--- src/rtl/mult_share_arbiter.sv ---
// Round-robin share of one approx_multiplier among NUM_REQ requesters.
// Two registered stages: operand capture, then the tagged product.

module approx_multiplier (
  input  logic [15:0] a_i,
  input  logic [15:0] b_i,
  input  logic        mode_i,
  output logic [31:0] product_o
);
  logic [15:0] a_m, b_m;

  // Approximate mode drops the low nibble of each operand before multiplying.
  assign a_m = mode_i ? a_i : {a_i[15:4], 4'h0};
  assign b_m = mode_i ? b_i : {b_i[15:4], 4'h0};
  assign product_o = 32'(a_m) * 32'(b_m);
endmodule

module mult_share_arbiter #(
  parameter int NUM_REQ = 4,
  parameter int ID_W    = 2
) (
  input  logic                  clk,
  input  logic                  rst_n,
  input  logic [NUM_REQ-1:0]    req,
  input  logic [16*NUM_REQ-1:0] a_flat,
  input  logic [16*NUM_REQ-1:0] b_flat,
  input  logic [NUM_REQ-1:0]    mode_vec,
  input  logic [1:0]            mode_force,
  output logic [NUM_REQ-1:0]    gnt,
  output logic                  out_valid,
  input  logic                  out_ready,
  output logic [31:0]           out_result,
  output logic [ID_W-1:0]       out_id,
  output logic                  out_mode
);
  logic [ID_W-1:0] ptr_q, ptr_d;
  logic [ID_W-1:0] hi_idx, lo_idx, gnt_idx;
  logic            hi_hit, lo_hit, gnt_any, grant, stall, eff_mode;

  logic            s1_valid_q;
  logic [15:0]     s1_a_q, s1_b_q;
  logic [ID_W-1:0] s1_id_q;
  logic            s1_mode_q;
  logic [31:0]     mult_p;

  logic            out_valid_q;
  logic [31:0]     out_result_q;
  logic [ID_W-1:0] out_id_q;
  logic            out_mode_q;

  assign stall = out_valid_q && !out_ready;

  // Lowest requester at or above the pointer wins; otherwise wrap to the lowest overall.
  always_comb begin
    hi_hit = 1'b0;
    lo_hit = 1'b0;
    hi_idx = '0;
    lo_idx = '0;
    for (int i = NUM_REQ - 1; i >= 0; i--) begin
      if (req[i] && (i >= int'(ptr_q))) begin
        hi_hit = 1'b1;
        hi_idx = ID_W'(i);
      end
      if (req[i]) begin
        lo_hit = 1'b1;
        lo_idx = ID_W'(i);
      end
    end
    gnt_any = hi_hit || lo_hit;
    gnt_idx = hi_hit ? hi_idx : lo_idx;
  end

  assign grant = rst_n && !stall && gnt_any;

  always_comb begin
    gnt = '0;
    for (int i = 0; i < NUM_REQ; i++)
      gnt[i] = grant && (gnt_idx == ID_W'(i));
  end

  always_comb begin
    case (mode_force)
      2'b01:   eff_mode = 1'b0;
      2'b10:   eff_mode = 1'b1;
      default: eff_mode = mode_vec[gnt_idx];
    endcase
  end

  assign ptr_d = (int'(gnt_idx) == NUM_REQ - 1) ? '0 : gnt_idx + 1'b1;

  approx_multiplier u_mult (
    .a_i      (s1_a_q),
    .b_i      (s1_b_q),
    .mode_i   (s1_mode_q),
    .product_o(mult_p)
  );

  always_ff @(posedge clk or negedge rst_n) begin
    if (!rst_n) begin
      ptr_q        <= '0;
      s1_valid_q   <= 1'b0;
      s1_a_q       <= '0;
      s1_b_q       <= '0;
      s1_id_q      <= '0;
      s1_mode_q    <= 1'b0;
      out_valid_q  <= 1'b0;
      out_result_q <= '0;
      out_id_q     <= '0;
      out_mode_q   <= 1'b0;
    end else if (!stall) begin
      s1_valid_q  <= grant;
      out_valid_q <= s1_valid_q;
      if (grant) begin
        ptr_q     <= ptr_d;
        s1_a_q    <= a_flat[16*gnt_idx +: 16];
        s1_b_q    <= b_flat[16*gnt_idx +: 16];
        s1_id_q   <= gnt_idx;
        s1_mode_q <= eff_mode;
      end
      if (s1_valid_q) begin
        out_result_q <= mult_p;
        out_id_q     <= s1_id_q;
        out_mode_q   <= s1_mode_q;
      end
    end
  end

  assign out_valid  = out_valid_q;
  assign out_result = out_result_q;
  assign out_id     = out_id_q;
  assign out_mode   = out_mode_q;
endmodule

--- config.mk ---
export PLATFORM = sky130hd
export DESIGN_NAME = mult_share_arbiter
export DESIGN_NICKNAME = d
export VERILOG_FILES = /design/src/rtl/mult_share_arbiter.sv
export SDC_FILE = /design/constraint.sdc
export NUM_CORES = 1
export LEC_CHECK = 0
export ABC_AREA = 1
export CORE_MARGIN = 2
export CORE_UTILIZATION = 55
export CTS_CLUSTER_DIAMETER = 60
export CTS_CLUSTER_SIZE = 30
export DETAILED_ROUTE_END_ITERATION = 6
export GPL_TIMING_DRIVEN = 0
export PLACE_DENSITY = 0.89
export SLEW_MARGIN = 10
export SYNTH_ARGS = -nofsm -noshare
export SYNTH_HDL_FRONTEND = slang
export SYNTH_HIERARCHICAL = 1
export SYNTH_SLANG_ARGS = --single-unit
--- constraint.sdc ---
create_clock -name clk -period 6.75 [get_ports clk]
set_clock_uncertainty 0.1 [all_clocks]
set_input_delay 1.35 -clock clk [delete_from_list [all_inputs] [get_ports clk]]
set_output_delay 1.35 -clock clk [all_outputs]
set_load 0.1 [all_outputs]
==> results of run 1 <==
[logic make-up after synthesis]
logic type,count (synthesis),synth area share [%]
mux,34,2.86
compound gates,81,3.56
flops,74,13.8
simple gates,793,23.9
buf+inv,536,15.5
fa+ha+maj,303,39.2
xor+xnor,18,1.18
[cell usage after synthesis, types with 7 or more instances]
cell | n | share of area [%]
buf_2 | 10 | 0.37
dfrtp_1 | 74 | 14
buf_4 | 7 | 0.39
or2_2 | 11 | 0.51
ha_1 | 109 | 10
nand2_1 | 546 | 15
nand3_1 | 64 | 2.4
clkbuf_1 | 49 | 1.4
nand3b_1 | 14 | 0.78
fa_1 | 194 | 29
mux2_2 | 34 | 2.9
o21ai_0 | 14 | 0.52
o211ai_1 | 22 | 1.2
nor2_1 | 143 | 4.0
xor2_1 | 15 | 0.98
a21oi_1 | 18 | 0.67
o21ai_1 | 22 | 0.82
inv_1 | 462 | 13
[critical path, delay by kind of cell, from the launching register on]
family | cells | cell delay, ns
adders and majority gates | 7 | 3.37
buffers and inverters | 7 | 1.25
and+or+nand+nor | 8 | 1.16
DFF | 1 | 0.35
muxes | 1 | 0.25
[registers in the layout, summed over array words and instances (netlist names), 2 cells and up]
signal,count
out_id,2
ptr_q,2
out_result,32
s1_a_q,16
s1_b_q,16
s1_id_q,2
[worst paths after layout]
check	start	to	slack (ns)	cells past startpoint
setup reg to reg	s1_a_q[7]$_DFFE_PN0P_	out_result[31]$_DFFE_PN0P_	0.13	23
hold / removal	s1_valid_q$_DFFE_PN0N_	out_valid$_DFFE_PN0N_	0.38	2
max in group asynchronous	rst_n	s1_a_q[3]$_DFFE_PN0P_	5.13	2
setup / recovery	s1_a_q[7]$_DFFE_PN0P_	out_result[31]$_DFFE_PN0P_	0.13	23
min in group asynchronous	rst_n	out_id[1]$_DFFE_PN0P_	0.83	1
hold reg to reg	s1_valid_q$_DFFE_PN0N_	out_valid$_DFFE_PN0N_	0.38	2
[cell type report]
cell class	instances	area [sq um]	area share, %
inverter	464	1740	11.0
sequential	74	1850	11.6
tap	324	405	2.55
multi-input combinational	1229	9460	59.4
clock inverter	7	77.6	0.487
timing repair buffer	181	1830	11.5
clock buffer	9	225	1.41
buffer	69	325	2.04
[per-layer routing]
metal	up-vias	global-route usage, %
li1	5740	-
met1	6053	38.6
met2	617	52.0
met3	125	6.08
met4	0	11.8
met5	-	0
[layout by cell type (no fill, tap or decap), drive strengths merged, types with 14 or more instances in the layout]
master / n
fa: 194
clkdlybuf4s50: 179
o211ai: 22
clkbuf: 56
nand2: 548
nor2: 145
o21ai: 36
nand3b: 14
a21oi: 20
buf: 24
nand3: 69
xor2: 15
mux2: 34
inv: 464
ha: 109
dfrtp: 74
[through the flow]
step	worst slack (ns)	hold WS [ns]	TNS [ns]	std cells	utilization, %
after floorplan	1.18	0.344	0	1839	-
after global placement	-1.30	0.357	-5.04	2343	64.7
after detailed placement	0.270	0.362	0	2344	64.8
after CTS	0.211	0.381	0	2360	66.1
after global routing	0.0171	0.404	0	2357	66.0
final	0.134	0.382	0	2357	66.0
==> reports/qor.yml, run 1 <==
global_routing:
  grt_pass1_wl_mm: 61.9
  grt_pass1_vias: 12600
  track_usage_pct: 30.5
  grt_max_degree: 48
  antenna_found_initial: 0
  gr-total-overflow: 0
floorplanning:
  die_width_um: 160
  die_area_sq_mm: 0.0256
  io_pins: 181
  rows: 57
  start_util_pct: 55.5
  core_sq_mm: 0.0241
  fp.dieH_um: 160
yosys:
  synth_ff_type: "dfrtp_1"
  synth_nets: 2283
  postSynthCellCount: 1839
  ys.warnings.count: 6
  syn-cell-area_sq_mm: 0.0134
  synth.avg_cell_area_sq_um: 7.28
  async_flop_share_pct: 100
  synth_seq_cells: 74
  yosysUniqueCellTypes: 34
  synth-edff-count: 0
  ys_seq_area_share_pct: 13.8
timing:
  tightestPinTransition_ns: 1.01
  maxSlewViolCount: 0
  hold_viol: 0
  period_needed_ns: 6.62
  fmax_mhz: 151
  fin_crit_sh_pct: 98.0
  rsz0062_at_grt: "no"
  final-setup-viol-count: 0
  maxSlewHeadroom_pct: 32.3
clocking:
  cts_tree: "done"
  cts_buffers: 9
  cts_hold_buf: 0
  clkLatencyLatePin_ns: 0.35
  h-tree-depth: 3
  cts_max_path_buffers: 2
  post_cts_buffers: 0
  cts-root-buf: "clkbuf_16"
  clock-sinks: 74
  clk_pin_slew_ns: 0.06
  cts-resized-gates: 0
critical_path:
  crit_chain: "clkbuf_1 -> clkbuf_1 -> nand2_1 -> fa_1 -> inv_1 -> fa_1 -> inv_1 -> fa_1 -> inv_1 -> fa_1 -> fa_1 -> inv_1 -> fa_1 -> inv_1 -> ha_1 -> nand2_1 -> nor2_1 -> nand3_1 -> nand3_2 -> nand2_1 -> nand3_1 -> nand2_1 -> mux2_2"
  cp-end-kind: "flop"
  critPathLaunchType: "flop"
  path_class: "flop to flop"
  crit_arrival_ns: 6.75
  crit_required_ns: 6.88
  cpMostUsedCell: "fa_1"
  crit_path_max_incr_delay_ns: 0.56
  cp_max_fo: 10
  critical-path-slowest-cell: "fa_1"
drt:
  routed_wl_mm: 38.8
  wl_per_cell_um: 16.5
  antenna_left: 0
  wl_met3_mm: 3.52
  post_drt_via_cell_ratio: 5.32
  met2_length_mm: 19.3
  maxUsedRoutingLayer: "met4"
  drt_iter0_markers: 1092
  wl_met1_mm: 14.3
  drc: 1
  vias: 12500
  drt-pass1-iter-count: 7
layout:
  final_area_sq_mm: 0.0159
  diodes: 0
  drive_gt1_share_pct: 4.97
  area_growth_pct: 18.9
  num-fill-cells: 2032
  final_nets: 2472
hold_path:
  holdCritPathClass: "flop to flop"
placement:
  port_buffers: 180
  gp_congestion: 0.966
  placed_cell_area_sq_mm: 0.0156
  place_hpwl_mm: 32.5
status:
  status: "complete, but fails checks"
  violations: "DRC"
flow_run:
  cap_viol_max_count: 0
Power of run 1 is left out: the tool's default activity adds up to more than one toggle a clock period on the data nets, which glitch-free logic cannot reach.
==> run 2: changes to the inputs <==
--- a/config.mk
+++ b/config.mk
@@ -12,7 +12,7 @@
 export CTS_CLUSTER_SIZE = 30
 export DETAILED_ROUTE_END_ITERATION = 6
 export GPL_TIMING_DRIVEN = 0
-export PLACE_DENSITY = 0.89
+export PLACE_DENSITY = 0.85
 export SLEW_MARGIN = 10
 export SYNTH_ARGS = -nofsm -noshare
 export SYNTH_HDL_FRONTEND = slang
==> run 2 against run 1 <==
The run now ends clean. Count of clock-buffer cells in the layout rose by 1. Register-to-register slack improved by 0.098 ns. Non-clock buffer count is 1 higher. Maximum frequency is 1.5% higher. Hold slack better by 0.0043 ns. Final area hardly changed. Setup slack improved by 0.098 ns. Global-route usage down 0.71 points. Critical path depth fell by 2. Utilization about the same. Via count is 2.2% lower. Wire length shrank 3.3%. Critical path type unchanged. Highest routed layer unchanged.
==> reports/qor.yml, run 2 (synthesis results as in run 1) <==
layout:
  layout_commonest_cell: "nand2_1"
  diodes: 0
  area_growth_pct: 18.9
  largest_reg_flops: 32
  final_util_pct: 66.1
  mostFrequentLayoutCells: "546 x nand2_1, 462 x inv_1, 194 x fa_1"
  drive_gt1_share_pct: 5.11
  final_nets: 2473
critical_path:
  regToRegStartpoint: "s1_a_q[8]$_DFFE_PN0P_"
  crit_arrival_ns: 6.65
  path_class: "flop to flop"
  cp_max_fo: 10
  reg2reg_to: "out_result[30]$_DFFE_PN0P_"
  crit_required_ns: 6.89
  crit_cells: 21
  crit_path_max_incr_delay_ns: 0.57
  critPathLaunchType: "flop"
  cp-end-kind: "flop"
  critical-path-slowest-cell: "clkbuf_1"
  crit_chain: "clkbuf_1 -> clkbuf_1 -> nand2_1 -> fa_1 -> fa_1 -> fa_1 -> fa_1 -> inv_1 -> fa_1 -> inv_1 -> fa_1 -> inv_1 -> ha_1 -> nand2_1 -> nor2_1 -> nand3_1 -> nand3b_1 -> nand2_1 -> nand3_1 -> nand2_1 -> mux2_2"
  cp-startpoint: "s1_a_q[8]$_DFFE_PN0P_"
  crit_family: "adder cells"
  r2r_cells: 21
  critical_path.endpoint: "out_result[30]$_DFFE_PN0P_"
  reg2reg_slack_ns: 0.23
  critPathBufInv: 5
  cpMostUsedCell: "fa_1"
timing:
  timing.hold.ws_ns: 0.387
  fin_crit_sh_pct: 96.6
  period_needed_ns: 6.52
  fin_ws_ns: 0.232
  rsz0062_at_grt: "no"
  hold_viol: 0
  tightestPinTransition_ns: 1.02
  fmax_mhz: 153
  maxSlewViolCount: 0
  final-setup-viol-count: 0
  maxSlewHeadroom_pct: 32.1
global_routing:
  gr-total-overflow: 0
  track_usage_pct: 29.8
  grt_pass1_vias: 12400
  grt_pass1_wl_mm: 60.4
  antenna_found_initial: 0
  grt_max_degree: 47
hold_path:
  min_path_cells: 2
  holdCritPathClass: "flop to flop"
clocking:
  post_cts_buffers: 0
  cts-root-buf: "clkbuf_16"
  clock-sinks: 74
  cts-resized-gates: 0
  cts_max_path_buffers: 2
  clkLatencyLatePin_ns: 0.35
  cts_buffers: 9
  cts_hold_buf: 0
  h-tree-depth: 3
  cts_tree: "done"
  clk_pin_slew_ns: 0.06
status:
  status: "finished clean"
drt:
  routed_wl_mm: 37.5
  post_drt_via_cell_ratio: 5.20
  antenna_left: 0
  drt-pass1-iter-count: 6
  drt_iter0_markers: 1071
  vias: 12300
  drc: 0
  wl_per_cell_um: 15.9
placement:
  port_buffers: 180
  place_hpwl_mm: 31.6
  post-place-ws_ns: 0.272
  gp_congestion: 0.976
floorplanning:
  die_width_um: 160
  fp.dieH_um: 160
  io_pins: 181
  rows: 57
  die_area_sq_mm: 0.0256
  core_sq_mm: 0.0241
  start_util_pct: 55.5
flow_run:
  cap_viol_max_count: 0
[run 2: cell types whose count changed in the layout (fill, tap and decap cells not counted)]
cell      before  now
clkbuf_1      43   41
clkbuf_8       0    1
clkinv_4       3    1
clkbuf_2       4    7
clkinv_2       1    2
[run 2: cell type report]
cell class,instances,area [sq um]
multi-input cells,1229,9460
fillers,2038,8180
flip-flops and latches,74,1850
repair buffers,181,1830
inverters,464,1740
well taps,324,405
plain buffers,70,333
clock buffers,10,239
clock inverters,6,65.1
[run 2: worst min path at each step]
| stage | startpoint | end |
|---|---|---|
| 6_report | s1_a_q[14]$_DFFE_PN0P_ | s1_a_q[14]$_DFFE_PN0P_ |
| 5_1_grt | out_result[24]$_DFFE_PN0P_ | out_result[24]$_DFFE_PN0P_ |
| 4_1_cts | s1_a_q[11]$_DFFE_PN0P_ | s1_a_q[11]$_DFFE_PN0P_ |
| 3_5_place_dp | s1_a_q[11]$_DFFE_PN0P_ | s1_a_q[11]$_DFFE_PN0P_ |
| 3_3_place_gp | s1_valid_q$_DFFE_PN0N_ | out_valid$_DFFE_PN0N_ |
| 2_1_floorplan | s1_valid_q$_DFFE_PN0N_ | out_valid$_DFFE_PN0N_ |
[run 2: tightest hold or removal path, stage by stage, from the launching register on]
cell	delay, ns
dfrtp_1	0.34
nand2_1	0.05
nand2_1	0.06
[run 2: metrics by stage]
stage	cells	cell area, sq um	setup TNS, ns
floorplan	1839	13400	0
global placement	2343	15600	-5.28
detailed placement	2344	15600	0
CTS	2360	15900	0
global route	2358	15900	0
finish	2358	15900	0
[run 2: routing by layer]
metal  track usage [%]  routed length (um)  vias to the layer above
met5                 0                   0                        -
met3              5.27                2950                       91
met4              11.1                1330                        0
met1              38.5               14700                     5935
li1                  -                   -                     5734
met2              50.6               18500                      499
Power of run 2 is left out for the same reason.
